## src/rtl/serial_arith_sequencer_if.sv

```systemverilog
// serial_arith_sequencer_if: request/result bus plus the bit-slice hookup of the serial sequencer.
// The master side issues requests and hosts the external 1-bit arithmetic slice.
interface serial_arith_sequencer_if #(parameter int WIDTH = 32);
    logic             start;
    logic [WIDTH-1:0] A;
    logic [WIDTH-1:0] B;
    logic [1:0]       sel;
    logic             Cin;
    logic             busy;
    logic             done;
    logic [WIDTH-1:0] D;
    logic             Cout;
    logic             overflow;
    logic             zero;
    logic             slice_Ai;
    logic             slice_Bi;
    logic             slice_Cini;
    logic [1:0]       slice_sel;
    logic             slice_Di;
    logic             slice_Couti;
    modport master (
        output start, A, B, sel, Cin, slice_Di, slice_Couti,
        input  busy, done, D, Cout, overflow, zero, slice_Ai, slice_Bi, slice_Cini, slice_sel
    );
    modport slave (
        input  start, A, B, sel, Cin, slice_Di, slice_Couti,
        output busy, done, D, Cout, overflow, zero, slice_Ai, slice_Bi, slice_Cini, slice_sel
    );
endinterface

```

## src/rtl/serial_arith_sequencer.sv

```systemverilog
// serial_arith_sequencer: WIDTH-bit add/sub computed LSB-first through one external 1-bit slice.
// Define SERIAL_ARITH_FLAGS_EN to build the overflow/zero flag logic; otherwise both flags read 0.
module serial_arith_sequencer #(
    parameter int WIDTH = 32
) (
    input logic                     clk,
    input logic                     rst,
    serial_arith_sequencer_if.slave bus
);
    localparam int CW = $clog2(WIDTH);
    typedef enum logic [1:0] {IDLE, RUN, DONE} state_t;
    state_t           r_state, w_next;
    logic [WIDTH-1:0] r_a, r_b, r_work, r_d;
    logic [1:0]       r_sel;
    logic             r_carry, r_cout;
    logic [CW-1:0]    r_cnt;
    logic             w_run, w_last, w_load;
    logic [WIDTH-1:0] w_res;

    assign w_run  = r_state == RUN;
    assign w_last = w_run && r_cnt == CW'(WIDTH - 1);
    assign w_load = r_state != RUN && bus.start;
    assign w_res  = {bus.slice_Di, r_work[WIDTH-1:1]};

    always_ff @(posedge clk or posedge rst)
        if (rst) r_state <= IDLE;
        else     r_state <= w_next;

    always_comb begin
        w_next = IDLE;
        w_next = w_load ? RUN : w_last ? DONE : w_run ? RUN : IDLE;
    end

    always_ff @(posedge clk or posedge rst) begin
        if (rst) begin
            r_a     <= '0;
            r_b     <= '0;
            r_work  <= '0;
            r_sel   <= '0;
            r_carry <= 1'b0;
            r_cnt   <= '0;
            r_d     <= '0;
            r_cout  <= 1'b0;
        end else if (w_load) begin
            r_a     <= bus.A;
            r_b     <= bus.B;
            r_work  <= '0;
            r_sel   <= bus.sel;
            r_carry <= bus.Cin;
            r_cnt   <= '0;
        end else if (w_run) begin
            r_a     <= r_a >> 1;
            r_b     <= r_b >> 1;
            r_work  <= w_res;
            r_carry <= bus.slice_Couti;
            r_cnt   <= r_cnt + 1'b1;
            if (w_last) begin
                r_d    <= w_res;
                r_cout <= bus.slice_Couti;
            end
        end
    end

`ifdef SERIAL_ARITH_FLAGS_EN
    logic r_ov, r_zero;
    // On the final edge r_carry is the carry into the MSB.
    always_ff @(posedge clk or posedge rst) begin
        if (rst) begin
            r_ov   <= 1'b0;
            r_zero <= 1'b0;
        end else if (w_last) begin
            r_ov   <= bus.slice_Couti ^ r_carry;
            r_zero <= w_res == '0;
        end
    end
    assign bus.overflow = r_ov;
    assign bus.zero     = r_zero;
`else
    assign bus.overflow = 1'b0;
    assign bus.zero     = 1'b0;
`endif

    assign bus.busy       = w_run;
    assign bus.done       = r_state == DONE;
    assign bus.D          = r_d;
    assign bus.Cout       = r_cout;
    assign bus.slice_Ai   = w_run & r_a[0];
    assign bus.slice_Bi   = w_run & r_b[0];
    assign bus.slice_Cini = w_run & r_carry;
    assign bus.slice_sel  = w_run ? r_sel : 2'b00;
endmodule

```

## src/flat_wrapper.sv

```systemverilog
// flat-port wrapper written by rule: the top's interface ports become plain ports
module serial_arith_sequencer_flat 
#(
    parameter int WIDTH = 32
)
  (clk, rst, bus_start, bus_A, bus_B, bus_sel, bus_Cin, bus_slice_Di, bus_slice_Couti, bus_busy, bus_done, bus_D, bus_Cout, bus_overflow, bus_zero, bus_slice_Ai, bus_slice_Bi, bus_slice_Cini, bus_slice_sel);
  serial_arith_sequencer_if #(.WIDTH(WIDTH)) bus_i ();
  input logic clk;
  input logic rst;
  input wire logic [$bits(bus_i.start)-1:0] bus_start;
  input wire logic [$bits(bus_i.A)-1:0] bus_A;
  input wire logic [$bits(bus_i.B)-1:0] bus_B;
  input wire logic [$bits(bus_i.sel)-1:0] bus_sel;
  input wire logic [$bits(bus_i.Cin)-1:0] bus_Cin;
  input wire logic [$bits(bus_i.slice_Di)-1:0] bus_slice_Di;
  input wire logic [$bits(bus_i.slice_Couti)-1:0] bus_slice_Couti;
  output wire logic [$bits(bus_i.busy)-1:0] bus_busy;
  output wire logic [$bits(bus_i.done)-1:0] bus_done;
  output wire logic [$bits(bus_i.D)-1:0] bus_D;
  output wire logic [$bits(bus_i.Cout)-1:0] bus_Cout;
  output wire logic [$bits(bus_i.overflow)-1:0] bus_overflow;
  output wire logic [$bits(bus_i.zero)-1:0] bus_zero;
  output wire logic [$bits(bus_i.slice_Ai)-1:0] bus_slice_Ai;
  output wire logic [$bits(bus_i.slice_Bi)-1:0] bus_slice_Bi;
  output wire logic [$bits(bus_i.slice_Cini)-1:0] bus_slice_Cini;
  output wire logic [$bits(bus_i.slice_sel)-1:0] bus_slice_sel;
  assign bus_i.start = bus_start;
  assign bus_i.A = bus_A;
  assign bus_i.B = bus_B;
  assign bus_i.sel = bus_sel;
  assign bus_i.Cin = bus_Cin;
  assign bus_i.slice_Di = bus_slice_Di;
  assign bus_i.slice_Couti = bus_slice_Couti;
  assign bus_busy = bus_i.busy;
  assign bus_done = bus_i.done;
  assign bus_D = bus_i.D;
  assign bus_Cout = bus_i.Cout;
  assign bus_overflow = bus_i.overflow;
  assign bus_zero = bus_i.zero;
  assign bus_slice_Ai = bus_i.slice_Ai;
  assign bus_slice_Bi = bus_i.slice_Bi;
  assign bus_slice_Cini = bus_i.slice_Cini;
  assign bus_slice_sel = bus_i.slice_sel;
  serial_arith_sequencer #(.WIDTH(WIDTH)) u_core (.clk(clk), .rst(rst), .bus(bus_i));
endmodule
```

## config.mk

```make
export PLATFORM = sky130hd
export DESIGN_NAME = serial_arith_sequencer_flat
export DESIGN_NICKNAME = d
export VERILOG_FILES = /design/src/rtl/serial_arith_sequencer_if.sv /design/src/rtl/serial_arith_sequencer.sv /design/src/flat_wrapper.sv
export SDC_FILE = /design/constraint.sdc
export NUM_CORES = 1
export LEC_CHECK = 0
export CORE_UTILIZATION = 45
export CTS_CLUSTER_DIAMETER = 200
export DETAILED_ROUTE_END_ITERATION = 8
export DONT_BUFFER_PORTS = 1
export MAX_ROUTING_LAYER = met4
export PLACE_DENSITY = 0.62
export SYNTH_ARGS = -nofsm -noshare
export SYNTH_HDL_FRONTEND = slang
export SYNTH_SLANG_ARGS = --single-unit
```

## constraint.sdc

```tcl
create_clock -name clk -period 6.25 [get_ports clk]
set_clock_uncertainty 0.15 [all_clocks]
set_input_delay 1.5625 -clock clk [delete_from_list [all_inputs] [get_ports clk]]
set_output_delay 1.5625 -clock clk [all_outputs]
set_load 0.02 [all_outputs]
```

-- After elaboration in Yosys (flattened, before gate mapping)
Cells that the tools add are included.
- bitwise logic cells: 4
- reductions and logical operators: 4
- $add $sub $neg: 1
- mux-type cells: 14
- equality and inequality tests: 4
- operators by type and width (cell ; count):
    two-way mux 32 bit ; 6
    two-way mux 5 bit ; 2
    two-way mux 2 bit ; 3
    adder 5 x 1 -> 5 bit, second input constant ; 1
    == test 5 bit, second input constant ; 1
    AND 1 bit ; 3
    two-way mux 1 bit ; 3
    AND reduction 3 bit ; 1
    == test 2 x 1 -> 1 bit, second input constant ; 1
    == test 2 bit, second input constant ; 1
    logical AND 1 bit ; 2
    inequality test 2 x 1 -> 1 bit, second input constant ; 1
    nonzero test 2 bit ; 1
    inverter 1 bit ; 1
- input bits: 72
- output and inout bits: 42
- word-level logic and storage cells: 36
- bits in registers: 139

-- Logic depth before layout (Yosys ltp)
Gate-level depths: netlist of the first run.
- depth in word-level cells: 4
- depth in mapped cells: 7
- mapped depth without buffers: 5

-- Least setup slack after synthesis of the first run
Ideal clock, no wire load.
- path kind: reg2out
- start: reg u_core.r_state[1]
- end: out bus_slice_Ai
- required time: 4.537 ns
- stages on the path, launching flop included: 6
- arrival: 1.174 ns
- path slack: 3.364 ns
- path buffers: 2
- path through: dfrtp_1 nand2b_4 inv_4 buf_8 clkbuf_1 and2_1
- word-level cells in the longest chain between the ends: 2
- ends and longest elaborated chain (element ; RTL line ; RTL):
    start, declared ; serial_arith_sequencer.sv:12 ; state_t r_state, w_next;
    start signal, assigned ; serial_arith_sequencer.sv:27 ; else r_state <= w_next;
    == test 2 x 1 -> 1 bit ; serial_arith_sequencer.sv:20 ; assign w_run = r_state == RUN;
    AND 1 bit ; serial_arith_sequencer.sv:87 ; assign bus.slice_Ai = w_run & r_a[0];
    end, declared ; flat_wrapper.sv:23 ; output wire logic [$bits(bus_i.slice_Ai)-1:0] bus_slice_Ai;
No other way between the ends.

-- Worst setup path in the final report of the first run
- start: reg u_core.r_state[1]
- end: out bus_slice_Cini
- word-level cells in the longest chain between the ends: 2
- ends and longest elaborated chain (element ; RTL line ; RTL):
    == test 2 x 1 -> 1 bit ; serial_arith_sequencer.sv:20 ;
    via bus_busy ; flat_wrapper.sv:17 ; output wire logic [$bits(bus_i.busy)-1:0] bus_busy;
    AND 1 bit ; serial_arith_sequencer.sv:89 ; assign bus.slice_Cini = w_run & r_carry;
    end, declared ; flat_wrapper.sv:25 ; output wire logic [$bits(bus_i.slice_Cini)-1:0] bus_slice_Cini;
The timed path passes the listed nets, and every way through them passes these cells.

==> reports/metrics.yaml, run 1 <==
critPathLaunchType: "flip-flop"
finalSetupViolCount: 0
cts_setup_buffers: 0
syn_area_um2: 6080
drt_iter0_drc: 242
fmax_mhz: 271
cts_sinks: 138
worst_ep_required_time_ps: 4540
finalCritPeriodShare_pct: 59.1
clk_pin_slew_ps: 50
dieHeight_um: 118
final_hold_viol_count: 0
cts_resized: 0
grt_remaining_overflow: 0
power.density_nw_per_um2: 495
cp.arrival_ps: 1980
leakagePower_nw: 3.27
start_util_pct: 46.1
finalCriticalPeriod_ps: 3690
worst_pin_slew_ps: 881
avgSynthCellArea_um2: 11.5
fin_cells: 701
die-area_um2: 14000
switchingPower_mw: 1.07
relSlewSlack_pct: 41.3
reg2reg_slack_ps: 3990
placed_cells: 670
pwr-share-clk_pct: 31.6
grt_pass1_wl_um: 18600
post_drt_wl_per_cell_um: 15.6
slew_violations: 0
synth-seq-cells: 138
hp-class: "flip-flop to flip-flop"
p_int_mw: 2.26
pin_count: 114
ys_top_cells_by_area: "dfrtp_1, mux2i_1, o21ai_0"
worst-path-max-fanout: 142
via_per_inst: 5.06
dpl_cell_area_um2: 6100
core_area_um2: 13200
design_area_um2: 6720
cts_buffers: 17
htreeDepth: 4
cp-end-kind: "output pin"
peakVddDrop_mv: 0.192
wl_um: 10900
rows: 42
rsz0062_at_grt: "false"
maxCapViolCount: 0
root_buffer: "clkbuf_16"
area_growth_syn_to_layout_pct: 10.4
clockBufferDepth: 2
seqPwrFrac_pct: 47.3
ys.warnings.count: 0
gp_congestion: 0.736
vias: 3546
clock_latency_ps: 420
synthDistinctLibCells: 25
grt_usage_pct: 17.8
fin_tns_setup_ps: 0
drc: 0
synth_area_leader_cell: "dfrtp_1"
dp_hpwl_um: 6790
postCtsHoldBufs: 0
cts_tree: "yes"
first_pass_iters: 4
grt_antenna_before_repair: 0
die_width_um: 118
swShare_pct: 32.1
synth_top_area_share_pct: 56.8
crit_type: "flip-flop to output pin"
grt_pass1_vias: 3694
drive_gt1_share_pct: 13.1
syn_inst: 529
grt_start_max_net_pins: 143
ant_nets: 0
yosysSeqAreaShare_pct: 56.8
diodes: 0
combPwrFrac_pct: 21.1
nNetsFinal: 587
portBuffers: 0
outcome: "completed"
==> cells in the final DEF, fill, tap and decap left out, types with 2 or more instances in the layout <==
cell type	n
o21ai_0	96
clkinv_2	2
mux2_2	8
conb_1	2
nand2_1	99
nor2_1	2
mux2i_1	67
inv_6	2
nand2b_1	34
clkbuf_8	3
mux2_4	28
clkbuf_1	4
ha_1	2
dfrtp_1	138
buf_4	2
and2_1	6
clkbuf_16	17
bufinv_16	4
==> synth_stat cells (all sizes together) <==
master and number:
and3 1, nand2 100, dfrtp 138, nand3 1
mux2i 67, nor2b 1, ha 2, nor2 2
and2 6, buf 24, mux2 36, o21ai 96
a31oi 1, inv 3, clkbuf 14, conb 1
a41oi 1, nand2b 35
==> state kept, by name, summed over array words and instances (netlist names) <==
name / count
u_core.r_carry: 1
u_core.r_sel: 2
u_core.r_work: 31
u_core.bus.D: 32
u_core.r_cnt: 5
u_core.bus.Cout: 1
u_core.r_state: 2
u_core.r_b: 32
u_core.r_a: 32
==> worst paths after layout <==
kind	start	endpoint	depth (start not counted)
min in group asynchronous	rst	u_core.r_b[30]	1
setup / recovery	u_core.r_state[1]	bus_slice_Cini	3
setup reg to reg	u_core.r_state[1]	u_core.r_a[15]	4
hold reg to reg	u_core.r_b[12]	u_core.r_b[11]	2
max in group asynchronous	rst	u_core.r_b[17]	2
hold / removal	u_core.r_b[12]	u_core.r_b[11]	2
==> critical path: stages (launching register included) <==
cell	delay, ps
dfrtp_1	380
nand2b_4	180
inv_6	640
and2_1	350
==> logic make-up (layout without fill, tap and decap cells) <==
group,count (synthesis),after routing,synth area share (%)
buffers and inverters,41,36,4.03
muxes,103,103,19.4
adders and majority gates,2,2,0.411
other,1,2,0.0616
AOI/OAI and AO/OA,98,98,8.14
DFF,138,138,56.8
and+or+nand+nor,146,146,11.2
==> per-stage QoR <==
stage	total power [mW]	setup WS, ps	hold slack, ps	utilization (%)
floorplan	2.18	841	294	-
global placement	2.26	2990	309	46.2
detailed placement	2.31	2970	319	46.2
CTS	3.38	2510	331	50.9
global route	3.56	2390	347	50.9
finish	3.33	2560	326	50.9
==> power by group through the flow <==
stage          clock (mW)  combinational (mW)  sequential [mW]
6_report             1.05               0.702             1.57
5_1_grt              1.11               0.823             1.62
4_1_cts              1.07               0.722             1.58
3_5_place_dp            0               0.718             1.59
3_3_place_gp            0               0.686             1.57
2_1_floorplan           0               0.668             1.52
==> final cells by class <==
cell class	instances	area, um2
fill	1192	6470
sequential	138	3450
multi-input combinational	351	2390
clock buffer	24	482
tap	176	220
clock inverter	7	139
inverter	3	21.3
timing repair buffer	2	15.0
==> per-layer routing <==
layer	vias to the layer above	wire length [um]	share of wire, %	GRT usage (%)
li1	1749	-	-	-
met1	1705	5000	46	21.8
met2	80	5170	47	26.4
met3	12	583	5.3	6.08
met4	0	183	1.7	8.17
met5	-	0	0	-
Power figures use the tool's default switching activity.
==> run 2, diff against run 1 <==
- clock period: 6.25 -> 3.6 ns (I/O delays scaled with it)
==> reports/metrics.yaml, run 2 (same netlist as run 1, synthesis figures left out) <==
outcome: "completed"
drt_iter0_drc: 211
routed-wl-met2_um: 5130
slew_violations: 0
grt_start_max_net_pins: 102
post_drt_wl_per_cell_um: 15.5
final_hold_viol_count: 0
gp_congestion: 0.738
root_buffer: "clkbuf_16"
grt_usage_pct: 17.7
diodes: 0
cts_setup_buffers: 0
drt-met1-wl_um: 5140
cts_resized: 0
power.density_nw_per_um2: 864
nNetsFinal: 591
grt_antenna_before_repair: 0
fin_tns_setup_ps: 0
fmax_mhz: 386
die-area_um2: 14000
portBuffers: 0
clockBufferDepth: 2
layout_commonest_cell: "dfrtp_1"
drc: 0
clk_pin_slew_ps: 60
cts_buffers: 17
grt_remaining_overflow: 0
cp-end-kind: "output pin"
worst-r2r-cell-count: 5
layout_common_cells: "dfrtp_1, nand2_1, o21ai_0, mux2i_1, nand2b_1"
dp_hpwl_um: 6970
multi_input_area_um2: 2390
design_area_um2: 6800
clock_latency_ps: 420
ant_nets: 0
die_width_um: 118
vias: 3606
htreeDepth: 4
cp.arrival_ps: 1540
drive_gt1_share_pct: 14.4
pin_count: 114
relSlewSlack_pct: 63.2
finalCritPeriodShare_pct: 72.0
dr.max_layer_used: "met4"
rsz0062_at_grt: "false"
dieHeight_um: 118
crit_type: "flip-flop to output pin"
critPathLaunchType: "flip-flop"
leakagePower_nw: 3.30
maxCapViolCount: 0
grt_pass1_wl_um: 18700
start_util_pct: 46.1
dp_slack_ps: 1420
worst_pin_slew_ps: 552
cts_sinks: 138
worst_ep_required_time_ps: 2550
fin_ws_ps: 1010
wl_um: 10900
finalSetupViolCount: 0
grt_pass1_vias: 3676
rows: 42
worst-path-max-fanout: 35
dpl_cell_area_um2: 6150
peakVddDrop_mv: 0.304
seq_area_um2: 3450
wl_met3_um: 512
nFillCells: 1157
core_area_um2: 13200
postCtsHoldBufs: 0
first_pass_iters: 4
via_per_inst: 5.11
cts_tree: "yes"
finalCriticalPeriod_ps: 2590
area_growth_syn_to_layout_pct: 11.8
hp-class: "primary input to async pin"
## run 2: changes by cell type in the layout (fill, tap and decap cells not counted)
| cell | before | now |
|---|---|---|
| clkbuf_1 | 4 | 1 |
| buf_12 | 0 | 2 |
| buf_4 | 2 | 4 |
| bufinv_16 | 4 | 5 |
| clkinvlp_4 | 0 | 3 |
| clkbuf_8 | 3 | 2 |
## run 2: layer usage
layer  track usage [%]  vias to the layer above
met5                 -                        -
met4              6.73                        0
met3              6.76                       10
met2              26.5                       89
met1              21.7                     1751
li1                  -                     1756
## run 2: stage by stage
step | instances | utilization (%) | hold WS, ps | power [mW]
after floorplan | 530 | - | 294 | 3.79
after global placement | 674 | 46.7 | 309 | 3.94
after detailed placement | 674 | 46.7 | 315 | 4.03
after CTS | 705 | 51.6 | 195 | 5.97
after global routing | 705 | 51.6 | 201 | 6.29
final | 705 | 51.6 | 200 | 5.88
## run 2: worst max-delay path, stage by stage (launching register included)
cell,delay (ps)
dfrtp_1,370
nand2b_4,180
inv_6,250
and2_1,330
## run 2: report_power, final
group | switching [mW] | internal (mW) | total [mW] | leakage, nW
sequential | 0.570 | 2.16 | 2.73 | 1.80
clock | 0.650 | 1.26 | 1.91 | 0.312
combinational | 0.672 | 0.565 | 1.24 | 1.19
## run 2: cell type report
cell class,count,share of cell area (%)
sequential,138,50.8
timing repair buffer,6,1.03
clock buffer,20,6.71
inverter,3,0.294
clock inverter,11,2.83
tap,176,3.24
multi-input combinational,351,35.1
## run 2: final timing paths
path / startpoint / endpoint / slack (ps)
worst min-delay path: rst / u_core.r_work[25] / 200
worst max-delay path: u_core.r_state[1] / bus_slice_Cini / 1010
worst min register to register: u_core.r_a[31] / u_core.r_a[30] / 320
worst max register to register: u_core.r_cnt[0] / u_core.bus.D[26] / 1540
min in group clk: u_core.r_a[31] / u_core.r_a[30] / 320
max in group asynchronous: rst / u_core.r_work[8] / 2310
